==> src/rtl/elm_neuron_mac_if.sv <==
// elm_neuron_mac_if: bundles the input stream, bias, weight-memory read port and result of one
// hidden-layer neuron.
//   myinput/myinputValid : signed input sample stream (no backpressure)
//   bias                 : signed bias, static during a frame
//   raddr/ren            : weight memory read address / enable
//   wout                 : weight returned by memory one cycle after ren
//   out/outvalid         : neuron result and its one-cycle valid pulse
// slave is the neuron side; master is the side feeding inputs and hosting the weight memory.
interface elm_neuron_mac_if #(
  parameter int unsigned addressWidth = 10,
  parameter int unsigned dataWidth    = 16
);
  logic signed [dataWidth-1:0] myinput;
  logic                        myinputValid;
  logic signed [dataWidth-1:0] bias;
  logic        [addressWidth:0] raddr;
  logic                        ren;
  logic signed [dataWidth-1:0] wout;
  logic signed [dataWidth-1:0] out;
  logic                        outvalid;

  modport slave (
    input  myinput, myinputValid, bias, wout,
    output raddr, ren, out, outvalid
  );

  modport master (
    output myinput, myinputValid, bias, wout,
    input  raddr, ren, out, outvalid
  );
endinterface

==> src/rtl/elm_neuron_mac.sv <==
// elm_neuron_mac: multiply-accumulate neuron reading its weights straight from memory.
// Each valid input is multiplied by the weight fetched for it, products are accumulated with
// saturation, and after numWeight products the bias is added, the result rescaled, clamped and
// passed through ReLU, and emitted with a one-cycle outvalid pulse.
//   clk   : clock, rising edge
//   rst_n : synchronous active-low reset
//   bus   : elm_neuron_mac_if.slave (input stream, bias, weight read port, result)
module elm_neuron_mac #(
  parameter int unsigned numWeight    = 784,
  parameter int unsigned addressWidth = 10,
  parameter int unsigned dataWidth    = 16,
  parameter int unsigned fracBits     = 8
) (
  input logic             clk,
  input logic             rst_n,
  elm_neuron_mac_if.slave bus
);

  localparam int unsigned AccW = 2 * dataWidth;
  localparam int unsigned RaW  = addressWidth + 1;
  localparam int unsigned CntW = (numWeight > 1) ? $clog2(numWeight) : 1;

  localparam logic [RaW-1:0]  LastAddr = RaW'(numWeight - 1);
  localparam logic [CntW-1:0] LastCnt  = CntW'(numWeight - 1);

  localparam logic signed [AccW-1:0] AccMax = {1'b0, {(AccW-1){1'b1}}};
  localparam logic signed [AccW-1:0] AccMin = {1'b1, {(AccW-1){1'b0}}};
  localparam logic signed [AccW-1:0] OutMax =
    {{(AccW-dataWidth+1){1'b0}}, {(dataWidth-1){1'b1}}};

  // Two's complement add clamped to the AccW range on overflow.
  function automatic logic signed [AccW-1:0] sat_add(input logic signed [AccW-1:0] a,
                                                      input logic signed [AccW-1:0] b);
    logic signed [AccW-1:0] s;
    s = a + b;
    if ((a[AccW-1] == b[AccW-1]) && (s[AccW-1] != a[AccW-1])) begin
      s = a[AccW-1] ? AccMin : AccMax;
    end
    return s;
  endfunction

  logic [RaW-1:0]                raddr_q, raddr_d;
  logic signed [dataWidth-1:0]   in_q, in_d;
  logic                          v1_q, v1_d;
  logic signed [AccW-1:0]        mul_q, mul_d;
  logic                          v2_q, v2_d;
  logic signed [AccW-1:0]        sum_q, sum_d;
  logic [CntW-1:0]               cnt_q, cnt_d;
  logic                          last_q, last_d;
  logic signed [dataWidth-1:0]   out_q, out_d;
  logic                          outvalid_q, outvalid_d;

  logic [AccW-1:0]               in_ext, w_ext, bias_ext;
  logic signed [AccW-1:0]        bias_sh, biased, shifted;
  logic signed [dataWidth-1:0]   result;

  assign bus.ren      = bus.myinputValid;
  assign bus.raddr    = raddr_q;
  assign bus.out      = out_q;
  assign bus.outvalid = outvalid_q;

  // Finalise path: sum + bias (both at 2*fracBits), rescale, clamp to dataWidth, ReLU.
  always_comb begin
    bias_ext = {{dataWidth{bus.bias[dataWidth-1]}}, bus.bias};
    bias_sh  = $signed(bias_ext) <<< fracBits;
    biased   = sat_add(sum_q, bias_sh);
    shifted  = biased >>> fracBits;
    if (shifted[AccW-1]) begin
      result = '0;
    end else if (shifted > OutMax) begin
      result = OutMax[dataWidth-1:0];
    end else begin
      result = shifted[dataWidth-1:0];
    end
  end

  always_comb begin
    raddr_d = raddr_q;
    if (bus.myinputValid) begin
      raddr_d = (raddr_q == LastAddr) ? '0 : raddr_q + RaW'(1);
    end

    in_d = bus.myinputValid ? bus.myinput : in_q;
    v1_d = bus.myinputValid;

    // Sign-extended operands: the low AccW bits of the product are the signed product.
    in_ext = {{dataWidth{in_q[dataWidth-1]}}, in_q};
    w_ext  = {{dataWidth{bus.wout[dataWidth-1]}}, bus.wout};
    mul_d  = $signed(in_ext * w_ext);
    v2_d   = v1_q;

    sum_d  = sum_q;
    cnt_d  = cnt_q;
    last_d = 1'b0;
    if (v2_q) begin
      sum_d = sat_add(sum_q, mul_q);
      if (cnt_q == LastCnt) begin
        cnt_d  = '0;
        last_d = 1'b1;
      end else begin
        cnt_d = cnt_q + CntW'(1);
      end
    end

    out_d      = out_q;
    outvalid_d = 1'b0;
    if (last_q) begin
      out_d      = result;
      outvalid_d = 1'b1;
      // Next frame may already be producing: seed with its first product, never add to old sum.
      sum_d      = v2_q ? mul_q : '0;
    end
  end

  always_ff @(posedge clk) begin
    if (!rst_n) begin
      raddr_q    <= '0;
      in_q       <= '0;
      v1_q       <= 1'b0;
      mul_q      <= '0;
      v2_q       <= 1'b0;
      sum_q      <= '0;
      cnt_q      <= '0;
      last_q     <= 1'b0;
      out_q      <= '0;
      outvalid_q <= 1'b0;
    end else begin
      raddr_q    <= raddr_d;
      in_q       <= in_d;
      v1_q       <= v1_d;
      mul_q      <= mul_d;
      v2_q       <= v2_d;
      sum_q      <= sum_d;
      cnt_q      <= cnt_d;
      last_q     <= last_d;
      out_q      <= out_d;
      outvalid_q <= outvalid_d;
    end
  end

endmodule

==> src/flat_wrapper.sv <==
// flat-port wrapper written by rule: the top's interface ports become plain ports
module elm_neuron_mac_flat 
#(
  parameter int unsigned numWeight    = 784,
  parameter int unsigned addressWidth = 10,
  parameter int unsigned dataWidth    = 16,
  parameter int unsigned fracBits     = 8
)
  (clk, rst_n, bus_myinput, bus_myinputValid, bus_bias, bus_wout, bus_raddr, bus_ren, bus_out, bus_outvalid);
  elm_neuron_mac_if #(.addressWidth(addressWidth), .dataWidth(dataWidth)) bus_i ();
  input logic clk;
  input logic rst_n;
  input wire logic [$bits(bus_i.myinput)-1:0] bus_myinput;
  input wire logic [$bits(bus_i.myinputValid)-1:0] bus_myinputValid;
  input wire logic [$bits(bus_i.bias)-1:0] bus_bias;
  input wire logic [$bits(bus_i.wout)-1:0] bus_wout;
  output wire logic [$bits(bus_i.raddr)-1:0] bus_raddr;
  output wire logic [$bits(bus_i.ren)-1:0] bus_ren;
  output wire logic [$bits(bus_i.out)-1:0] bus_out;
  output wire logic [$bits(bus_i.outvalid)-1:0] bus_outvalid;
  assign bus_i.myinput = bus_myinput;
  assign bus_i.myinputValid = bus_myinputValid;
  assign bus_i.bias = bus_bias;
  assign bus_i.wout = bus_wout;
  assign bus_raddr = bus_i.raddr;
  assign bus_ren = bus_i.ren;
  assign bus_out = bus_i.out;
  assign bus_outvalid = bus_i.outvalid;
  elm_neuron_mac #(.numWeight(numWeight), .addressWidth(addressWidth), .dataWidth(dataWidth), .fracBits(fracBits)) u_core (.clk(clk), .rst_n(rst_n), .bus(bus_i));
endmodule
==> config.mk <==
export PLATFORM = sky130hd
export DESIGN_NAME = elm_neuron_mac_flat
export DESIGN_NICKNAME = d
export VERILOG_FILES = /design/src/rtl/elm_neuron_mac_if.sv /design/src/rtl/elm_neuron_mac.sv /design/src/flat_wrapper.sv
export SDC_FILE = /design/constraint.sdc
export NUM_CORES = 1
export LEC_CHECK = 0
export ABC_AREA = 1
export BUFFER_PORTS_ARGS = -buffer_cell sky130_fd_sc_hd__buf_2
export CORE_ASPECT_RATIO = 0.6
export CORE_UTILIZATION = 50
export DETAILED_ROUTE_END_ITERATION = 10
export PLACE_DENSITY = 0.67
export SYNTH_ARGS = -nofsm -noshare
export SYNTH_HDL_FRONTEND = slang
export SYNTH_SLANG_ARGS = --single-unit
export TNS_END_PERCENT = 1
==> constraint.sdc <==
create_clock -name clk -period 8.3 [get_ports clk]
set_clock_uncertainty 0.2 [all_clocks]
set_input_delay 0.415 -clock clk [delete_from_list [all_inputs] [get_ports clk]]
set_output_delay 0.415 -clock clk [all_outputs]
set_load 0.01 [all_outputs]
==> results.sh, run 1 <==
export IMPL_status="completed"
export IMPL_grt_usage_pct=28.9
export IMPL_yosysSeqAreaShare_pct=13.1
export IMPL_cp_arrival_ps=6820
export IMPL_hpwlAfterDp_mm=42.2
export IMPL_syn_avg_cell_area_um2=7.05
export IMPL_hold_path_class="in -> reg"
export IMPL_setup_viol=0
export IMPL_grt_pass1_vias=15900
export IMPL_fmax_ghz=0.150
export IMPL_io_buffers=79
export IMPL_p_leak_nw=11.0
export IMPL_combinationalPowerShare_pct=73.6
export IMPL_cts_setup_buffers=0
export IMPL_insertion_delay_ps=450
export IMPL_fin_crit_sh_pct=80.5
export IMPL_synth_area_leaders="fa_1 29%, nand2_1 14%, dfxtp_1 13%"
export IMPL_switchingPower_mw=3.12
export IMPL_yosys_warnings=0
export IMPL_synth_cell_types=45
export IMPL_vias=16300
export IMPL_tightest_slew_ps=1180
export IMPL_drc=0
export IMPL_first_iter_violations=1477
export IMPL_design_core_area_um2=36300
export IMPL_cp_start_kind="flip-flop"
export IMPL_slew_viol_final=0
export IMPL_stdcell_count=3118
export IMPL_io_pins=80
export IMPL_die_height_um=151
export IMPL_dieArea_um2=37700
export IMPL_fill_cells=3518
export IMPL_synth_area_um2=18400
export IMPL_fin_nets=3083
export IMPL_p_sw_share_pct=54.3
export IMPL_slew_headroom_pct=21.1
export IMPL_ys_seq_elements=121
export IMPL_power_density_nw_per_um2=291
export IMPL_synth_nets=3067
export IMPL_clkTransAtPathRegs_ps=70
export IMPL_critPathRequiredTime_ps=8430
export IMPL_ant_nets=0
export IMPL_vdd_drop_max_uv=325
export IMPL_clkPwrFrac_pct=12.9
export IMPL_wl_per_cell_um=16.5
export IMPL_synth_edf_count=0
export IMPL_synthCells=2614
export IMPL_syn_to_final_growth_pct=7.06
export IMPL_initial_core_util_pct=50.7
export IMPL_multiInputGateArea_um2=13400
export IMPL_synth_most_common_cell="nand2_1"
export IMPL_cts_made_buffers=17
export IMPL_overflow=0
export IMPL_drive_above_1_share_pct=5.75
export IMPL_dpl_cell_count=3074
export IMPL_row_count=54
export IMPL_cts_resized=0
export IMPL_cts_tree="done"
export IMPL_synth_common_cells="665 x nand2_1, 570 x inv_1, 264 x fa_1"
export IMPL_endpoint_kind="flip-flop"
export IMPL_intPower_mw=2.62
export IMPL_gp_congestion=1.01
export IMPL_viasPerCell=5.24
export IMPL_async_flop_share_pct=0
export IMPL_yosysTopAreaCell="fa_1"
export IMPL_yosys_area_top_type_share_pct=28.7
export IMPL_tns_ps=0
export IMPL_final_hold_viol_count=0
export IMPL_seqPwrFrac_pct=13.5
export IMPL_diodes=0
export IMPL_path_class="reg -> reg"
export IMPL_finalPower_mw=5.74
export IMPL_antenna_found_initial=1
export IMPL_die_w_um=250
export IMPL_synth_main_ff_cell="dfxtp_1"
export IMPL_clkSinkCount=121
export IMPL_grt_max_degree=56
export IMPL_drv_cap=0
export IMPL_finalWirelength_mm=51.5
export IMPL_ctsHtreeMaxLevel=4
export IMPL_regArea_um2=2420
export IMPL_drtPass1Iterations=6
export IMPL_root_buffer="clkbuf_16"
export IMPL_cts_path_max_buffers=2
export IMPL_grt_setup_unrepaired="false"
export IMPL_finalCriticalPeriod_ps=6680
export IMPL_crit_path_max_fanout=17
export IMPL_grt_pass1_wl_mm=84.7
[worst max-delay path, cell delays in order, from the launching register on]
cell     delay, ps
dfxtp_1        820
nand2_1        170
fa_1           570
inv_1           50
fa_1           500
inv_1           60
fa_1           520
inv_1           60
fa_1           450
fa_1           490
inv_1           50
fa_1           470
inv_1           50
ha_1           360
nand2_1        140
nor2_1         110
inv_1           60
nor3_1         590
nand3_1        170
nand3_1        160
nand3_1         80
nand2_1        100
a21oi_1         90
o21ai_0        180
a21oi_1         60
[worst paths after layout]
kind,endpoint,startpoint,slack (ps),cells after the start
setup / recovery,u_core.mul_q[28]$_SDFF_PN0_,u_core.in_q[7]$_SDFFE_PN0P_,1620,24
hold / removal,u_core.in_q[11]$_SDFFE_PN0P_,bus_myinput[11],7,3
hold reg to reg,u_core.v2_q$_SDFF_PN0_,u_core.v1_q$_SDFF_PN0_,210,2
setup reg to reg,u_core.mul_q[28]$_SDFF_PN0_,u_core.in_q[7]$_SDFFE_PN0P_,1620,24
[layout by cell type (no fill, tap or decap), drive strengths merged, types with 5 or more instances in the layout]
| cell | instances |
|---|---|
| ha | 138 |
| dlygate4sd3 | 13 |
| nor3 | 18 |
| nand3b | 5 |
| inv | 582 |
| fa | 264 |
| o211ai | 5 |
| o21ai | 115 |
| xnor2 | 29 |
| nand2 | 671 |
| nand4 | 16 |
| a21oi | 161 |
| dfxtp | 121 |
| o21bai | 18 |
| a21o | 12 |
| nor2 | 227 |
| buf | 83 |
| a21boi | 8 |
| xor2 | 20 |
| a31oi | 7 |
| clkbuf | 19 |
| or2 | 6 |
| nand3 | 77 |
[layout make-up]
cell class | count | area share [%]
repair buffers | 96 | 2.81
flip-flops and latches | 121 | 12.3
clock inverters | 12 | 0.596
clock buffers | 19 | 2.19
multi-input cells | 1815 | 68.1
inverters | 579 | 11.0
well taps | 476 | 3.02
[power by group through the flow]
stage	clock network [mW]	logic (mW)	registers, mW
3_3_place_gp	0	4.06	0.785
4_1_cts	0.747	4.15	0.775
5_1_grt	0.772	4.85	0.783
3_5_place_dp	0	4.12	0.787
2_1_floorplan	0	3.20	0.724
6_report	0.740	4.23	0.776
[timing repair]
| action | in CTS | in global routing |
|---|---|---|
| hold buffers | 13 | 0 |
| hold endpoints to repair | 13 | 0 |
| endpoints found under the setup margin | 0 | 0 |
[flip-flops by register name, summed over array words and instances (netlist names)]
register and count:
u_core.sum_q 32, u_core.bus.outvalid 1, u_core.bus.out 16, u_core.v2_q 1
u_core.last_q 1, u_core.v1_q 1, u_core.bus.raddr 11, u_core.mul_q 32
u_core.cnt_q 10, u_core.in_q 16
[metrics by stage]
stage / cell area [um2] / setup slack (ps) / util [%] / hold WS [ps]
6_report: 19700 / 1620 / 54.3 / 6.84
4_1_cts: 19700 / 1720 / 54.3 / 2.75
3_5_place_dp: 19100 / 1730 / 52.4 / 196
3_3_place_gp: 19100 / 1910 / 52.4 / 196
2_1_floorplan: 18400 / 2310 / - / 190
5_1_grt: 19700 / 1180 / 54.3 / 13.0
[kinds of logic after synthesis]
kind of cell,share of synthesized area (%)
simple gates,22.6
buf+inv,14.0
fa+ha+maj,38.0
compound gates,9.91
flops,13.1
xor+xnor,2.33
[layer usage]
layer  wire [um]  share of wire, %  global-route usage (%)
met5           0                 0                       0
met4         445              0.86                    4.91
met3        5560                11                    9.49
met2       20200                39                    39.8
met1       25300                49                    43.7
Power figures use the tool's default switching activity.
==> run 2: changes to the inputs <==
==> constraint.sdc (replaced) <==
create_clock -name clk -period 6.6 [get_ports clk]
set_clock_uncertainty 0.2 [all_clocks]
set_input_delay 0.33 -clock clk [delete_from_list [all_inputs] [get_ports clk]]
set_output_delay 0.33 -clock clk [all_outputs]
set_load 0.01 [all_outputs]
==> run 2 against run 1 <==
Compared with the run above: sequential power grew 24%; non-clock buffer count grew 26; final cell count grew 0.90%; worst setup slack lost 1400 ps; fmax grew 4.6%; sequential share of layout area shrank 0.14 points; critical path type unchanged; critical endpoint is now u_core.mul_q[23]$_SDFF_PN0_; largest cell class unchanged; largest power group unchanged.
==> results.sh, run 2 (synthesized netlist as in run 1, its figures left out) <==
export IMPL_critPathRequiredTime_ps=6760
export IMPL_io_pins=80
export IMPL_io_buffers=79
export IMPL_cp_startpoint="u_core.in_q[10]$_SDFFE_PN0P_"
export IMPL_syn_to_final_growth_pct=8.61
export IMPL_status="completed"
export IMPL_timing_rr_start="u_core.in_q[10]$_SDFFE_PN0P_"
export IMPL_grt_max_degree=52
export IMPL_final_common_cell="nand2_1"
export IMPL_finalWirelength_mm=52.1
export IMPL_cts_made_buffers=17
export IMPL_cts_setup_buffers=0
export IMPL_ctsHtreeMaxLevel=4
export IMPL_gp_congestion=0.996
export IMPL_root_buffer="clkbuf_16"
export IMPL_slew_headroom_pct=35.4
export IMPL_initial_core_util_pct=50.7
export IMPL_insertion_delay_ps=440
export IMPL_grt_pass1_wl_mm=86.1
export IMPL_p_leak_nw=11.1
export IMPL_first_iter_violations=1478
export IMPL_hold_path_class="in -> reg"
export IMPL_fin_nets=3109
export IMPL_drtPass1Iterations=6
export IMPL_vdd_drop_max_uv=412
export IMPL_r2r_cells=18
export IMPL_dieArea_um2=37700
export IMPL_finalCriticalPeriod_ps=6390
export IMPL_final_hold_viol_count=0
export IMPL_r2r_end="u_core.mul_q[23]$_SDFF_PN0_"
export IMPL_endpoint_kind="flip-flop"
export IMPL_grt_usage_pct=29.5
export IMPL_setup_viol=0
export IMPL_hpwlAfterDp_mm=43.3
export IMPL_overflow=0
export IMPL_tightest_slew_ps=968
export IMPL_stdcell_count=3146
export IMPL_ant_nets=0
export IMPL_drv_cap=0
export IMPL_antenna_found_initial=3
export IMPL_power_density_nw_per_um2=370
export IMPL_drc=0
export IMPL_die_w_um=250
export IMPL_clkTransAtPathRegs_ps=70
export IMPL_cts_tree="done"
export IMPL_cp_arrival_ps=6550
export IMPL_grt_pass1_vias=16200
export IMPL_crit_path_max_fanout=13
export IMPL_die_height_um=151
export IMPL_largestRegisters="u_core.mul_q x32, u_core.sum_q x32"
export IMPL_design_core_area_um2=36300
export IMPL_path_class="reg -> reg"
export IMPL_wl_per_cell_um=16.5
export IMPL_fin_crit_sh_pct=96.8
export IMPL_row_count=54
export IMPL_cts_path_max_buffers=2
export IMPL_finalPower_mw=7.41
export IMPL_vias=16500
export IMPL_endpoint="u_core.mul_q[23]$_SDFF_PN0_"
export IMPL_grt_setup_unrepaired="true"
export IMPL_clkSinkCount=121
export IMPL_dpl_cell_count=3097
export IMPL_slew_viol_final=0
export IMPL_fmax_ghz=0.157
export IMPL_cp_start_kind="flip-flop"
export IMPL_ff2ff_setup_slack_ps=210
export IMPL_drive_above_1_share_pct=6.89
export IMPL_viasPerCell=5.25
export IMPL_final_cell_mix="665 x nand2_1, 570 x inv_1, 263 x fa_1"
-- run 2: worst max-delay path: stages, from the launching register on --
cell and delay [ps]:
dfxtp_1 760, buf_4 250, nand2_1 70, fa_1 510, inv_1 60, fa_1 560, fa_1 460, fa_1 460
fa_1 480, inv_1 50, fa_1 470, inv_1 40, ha_1 360, nand2_1 160, nor4_1 600, nand4_1 220
nand3_1 260, o21ai_0 130, a21oi_1 210
-- run 2: worst min path at each step --
| stage | slack, ps | from | end | cells past startpoint |
|---|---|---|---|---|
| CTS | 100 | bus_wout[0] | u_core.mul_q[0]$_SDFF_PN0_ | 3 |
| floorplan | 190 | u_core.v1_q$_SDFF_PN0_ | u_core.v2_q$_SDFF_PN0_ | 2 |
| global placement | 190 | u_core.v1_q$_SDFF_PN0_ | u_core.v2_q$_SDFF_PN0_ | 2 |
| finish | 120 | bus_wout[0] | u_core.mul_q[0]$_SDFF_PN0_ | 3 |
| detailed placement | 200 | u_core.v1_q$_SDFF_PN0_ | u_core.v2_q$_SDFF_PN0_ | 2 |
| global route | 140 | bus_wout[0] | u_core.mul_q[0]$_SDFF_PN0_ | 3 |
-- run 2: metrics by stage --
stage          worst slack (ps)  setup TNS, ps  hold WS, ps  util (%)  area [um2]
2_1_floorplan               661              0          190         -       18400
3_3_place_gp                287              0          194      52.9       19200
3_5_place_dp                233              0          202      52.9       19200
4_1_cts                     236              0         97.1      55.0       20000
5_1_grt                   -20.4          -20.4          135      55.1       20000
6_report                    211              0          120      55.1       20000
-- run 2: layout make-up --
type	count	area, um2
diodes	1	2.50
clock buffers	18	429
clock inverters	14	189
fillers	3563	16300
inverters	579	2170
multi-input cells	1815	13400
flip-flops and latches	121	2430
well taps	476	596
repair buffers	122	758
-- run 2: what timing repair did --
item | in CTS | in global routing
setup endpoints to repair | 0 | 5
gates resized for setup | 0 | 7
hold buffers | 16 | 0
hold endpoints to repair | 16 | 0
-- run 2: power breakdown --
group | internal [mW] | total, mW | leakage, nW | switching [mW]
clock network | 0.604 | 1.01 | 0.295 | 0.408
logic | 1.96 | 5.44 | 9.85 | 3.48
registers | 0.855 | 0.965 | 0.991 | 0.110
-- run 2: metal layers --
metal  part of all wire [%]  GRT usage, %  wire [um]
met5                      0             0          0
met4                    1.1          5.19        581
met3                     10          8.28       5200
met2                     38          40.5      20000
met1                     50          45.4      26300
==> run 3: changes to the inputs <==
--- a/config.mk
+++ b/config.mk
@@ -7,7 +7,6 @@
 export LEC_CHECK = 0
 export ABC_AREA = 1
 export BUFFER_PORTS_ARGS = -buffer_cell sky130_fd_sc_hd__buf_2
-export CORE_ASPECT_RATIO = 0.6
 export CORE_UTILIZATION = 50
 export DETAILED_ROUTE_END_ITERATION = 10
 export PLACE_DENSITY = 0.67
==> run 3 against run 2 <==
Compared with the run above: clock power barely moved; non-clock buffer count fell by 3; power fell by 1.8%; via count fell by 2.2%; hold slack got worse by 13 ps; register-to-register slack improved by 300 ps; fmax rose by 5.0%; sequential share of layout area barely moved; largest power group unchanged.
==> results.sh, run 3 (synthesized netlist as in run 1, its figures left out) <==
export IMPL_status="completed"
export IMPL_design_core_area_um2=35900
export IMPL_tns_ps=0
export IMPL_insertion_delay_ps=460
export IMPL_setup_viol=0
export IMPL_crit_path_max_fanout=10
export IMPL_antenna_found_initial=0
export IMPL_ctsHtreeMaxLevel=4
export IMPL_cp_common_cell="fa_1"
export IMPL_critPathRequiredTime_ps=6720
export IMPL_vdd_drop_max_uv=284
export IMPL_slowest_delay_ps=650
export IMPL_drv_cap=0
export IMPL_fill_cells=3491
export IMPL_grt_pass1_vias=16600
export IMPL_cts_setup_buffers=0
export IMPL_endpoint_kind="flip-flop"
export IMPL_cp_slowest_cell="dfxtp_1"
export IMPL_clkSinkCount=121
export IMPL_gp_congestion=0.945
export IMPL_dpl_cell_count=3080
export IMPL_largestRegisters="u_core.mul_q x32, u_core.sum_q x32"
export IMPL_row_count=69
export IMPL_r2r_cells=25
export IMPL_p_leak_nw=11.1
export IMPL_regArea_um2=2420
export IMPL_r2r_end="u_core.mul_q[31]$_SDFF_PN0_"
export IMPL_io_pins=80
export IMPL_syn_to_final_growth_pct=8.22
export IMPL_drive_above_1_share_pct=6.53
export IMPL_min_path_cells=3
export IMPL_wl_per_cell_um=16.1
export IMPL_final_common_cell="nand2_1"
export IMPL_fmax_ghz=0.164
export IMPL_diodes=0
export IMPL_cts_hold_fix_buffers=15
export IMPL_multiInputGateArea_um2=13400
export IMPL_hold_start="bus_wout[0]"
export IMPL_overflow=0
export IMPL_timing_rr_start="u_core.in_q[6]$_SDFFE_PN0P_"
export IMPL_ant_nets=0
export IMPL_grt_setup_unrepaired="false"
export IMPL_cts_made_buffers=17
export IMPL_ff2ff_setup_slack_ps=510
export IMPL_finalWirelength_mm=50.3
export IMPL_final_hold_viol_count=0
export IMPL_path_class="reg -> reg"
export IMPL_die_height_um=194
export IMPL_io_buffers=79
export IMPL_viasPerCell=5.16
export IMPL_slew_headroom_pct=26.2
export IMPL_fin_nets=3106
export IMPL_cp_arrival_ps=6200
export IMPL_clkTransAtPathRegs_ps=70
export IMPL_dieArea_um2=37600
export IMPL_stdcell_count=3126
export IMPL_vias=16100
export IMPL_fin_crit_sh_pct=92.2
export IMPL_cts_path_max_buffers=2
export IMPL_finalCriticalPeriod_ps=6090
export IMPL_final_cell_mix="665 x nand2_1, 570 x inv_1, 264 x fa_1"
export IMPL_holdPathEnd="u_core.mul_q[0]$_SDFF_PN0_"
export IMPL_hold_path_class="in -> reg"
export IMPL_grt_usage_pct=28.1
export IMPL_die_w_um=194
export IMPL_power_density_nw_per_um2=365
export IMPL_grt_pass1_wl_mm=84.4
export IMPL_hpwlAfterDp_mm=41.0
export IMPL_cp_startpoint="u_core.in_q[6]$_SDFFE_PN0P_"
export IMPL_root_buffer="clkbuf_16"
export IMPL_slew_viol_final=0
export IMPL_initial_core_util_pct=51.3
export IMPL_first_iter_violations=1246
export IMPL_drc=0
export IMPL_cts_resized=0
export IMPL_cts_tree="done"
export IMPL_cp_start_kind="flip-flop"
export IMPL_grt_max_degree=55
export IMPL_drtPass1Iterations=5
export IMPL_tightest_slew_ps=1100
[run 3: changes by cell type in the layout (fill, tap and decap cells not counted), moves of 2 or more]
cell | before | now
buf_4 | 27 | 25
inv_8 | 2 | 0
clkinv_4 | 5 | 1
inv_6 | 2 | 5
dfxtp_2 | 5 | 0
dfxtp_1 | 116 | 121
[run 3: how the worst max path moves through the flow]
stage | to | depth (start not counted)
after floorplan | u_core.mul_q[29]$_SDFF_PN0_ | 22
after global placement | u_core.mul_q[29]$_SDFF_PN0_ | 21
after detailed placement | u_core.mul_q[31]$_SDFF_PN0_ | 23
after CTS | u_core.mul_q[31]$_SDFF_PN0_ | 23
after global routing | u_core.mul_q[31]$_SDFF_PN0_ | 26
final | u_core.mul_q[31]$_SDFF_PN0_ | 25
[run 3: power by group]
group	total, mW	switching [mW]	internal, mW
logic	5.28	3.31	1.97
clock network	1.03	0.422	0.608
registers	0.973	0.118	0.855
[run 3: area by class of cell]
type	instances	area share, %
repair buffers	119	3.67
inverters	579	10.9
multi-input cells	1815	67.4
well taps	461	2.89
clock inverters	12	0.815
flip-flops and latches	121	12.1
clock buffers	19	2.22
[run 3: layer usage]
layer  track usage, %  vias to the layer above  routed length (um)
met3             3.06                       56                2020
met2             48.7                      412               24300
met5                0                        -                   0
met1             37.4                     7735               23200
met4             6.79                        0                 811
li1                 -                     7941                   -
[run 3: worst max-delay path, delay by kind of cell (launching register included)]
family          cells  cell delay (ps)
fa+ha+maj           7             3070
compound gates      5              700
simple gates        7              700
buf+inv             6              650
flops               1              650
[run 3: stage by stage]
step | worst slack [ps] | util (%) | total power [mW] | area (um2) | hold WS, ps
2_1_floorplan | 661 | - | 4.93 | 18400 | 190
3_5_place_dp | 445 | 53.4 | 6.21 | 19200 | 201
5_1_grt | 95.5 | 55.6 | 8.14 | 20000 | 144
4_1_cts | 529 | 55.6 | 7.29 | 20000 | 86.6
6_report | 512 | 55.6 | 7.28 | 20000 | 107
3_3_place_gp | 546 | 53.4 | 6.15 | 19200 | 196
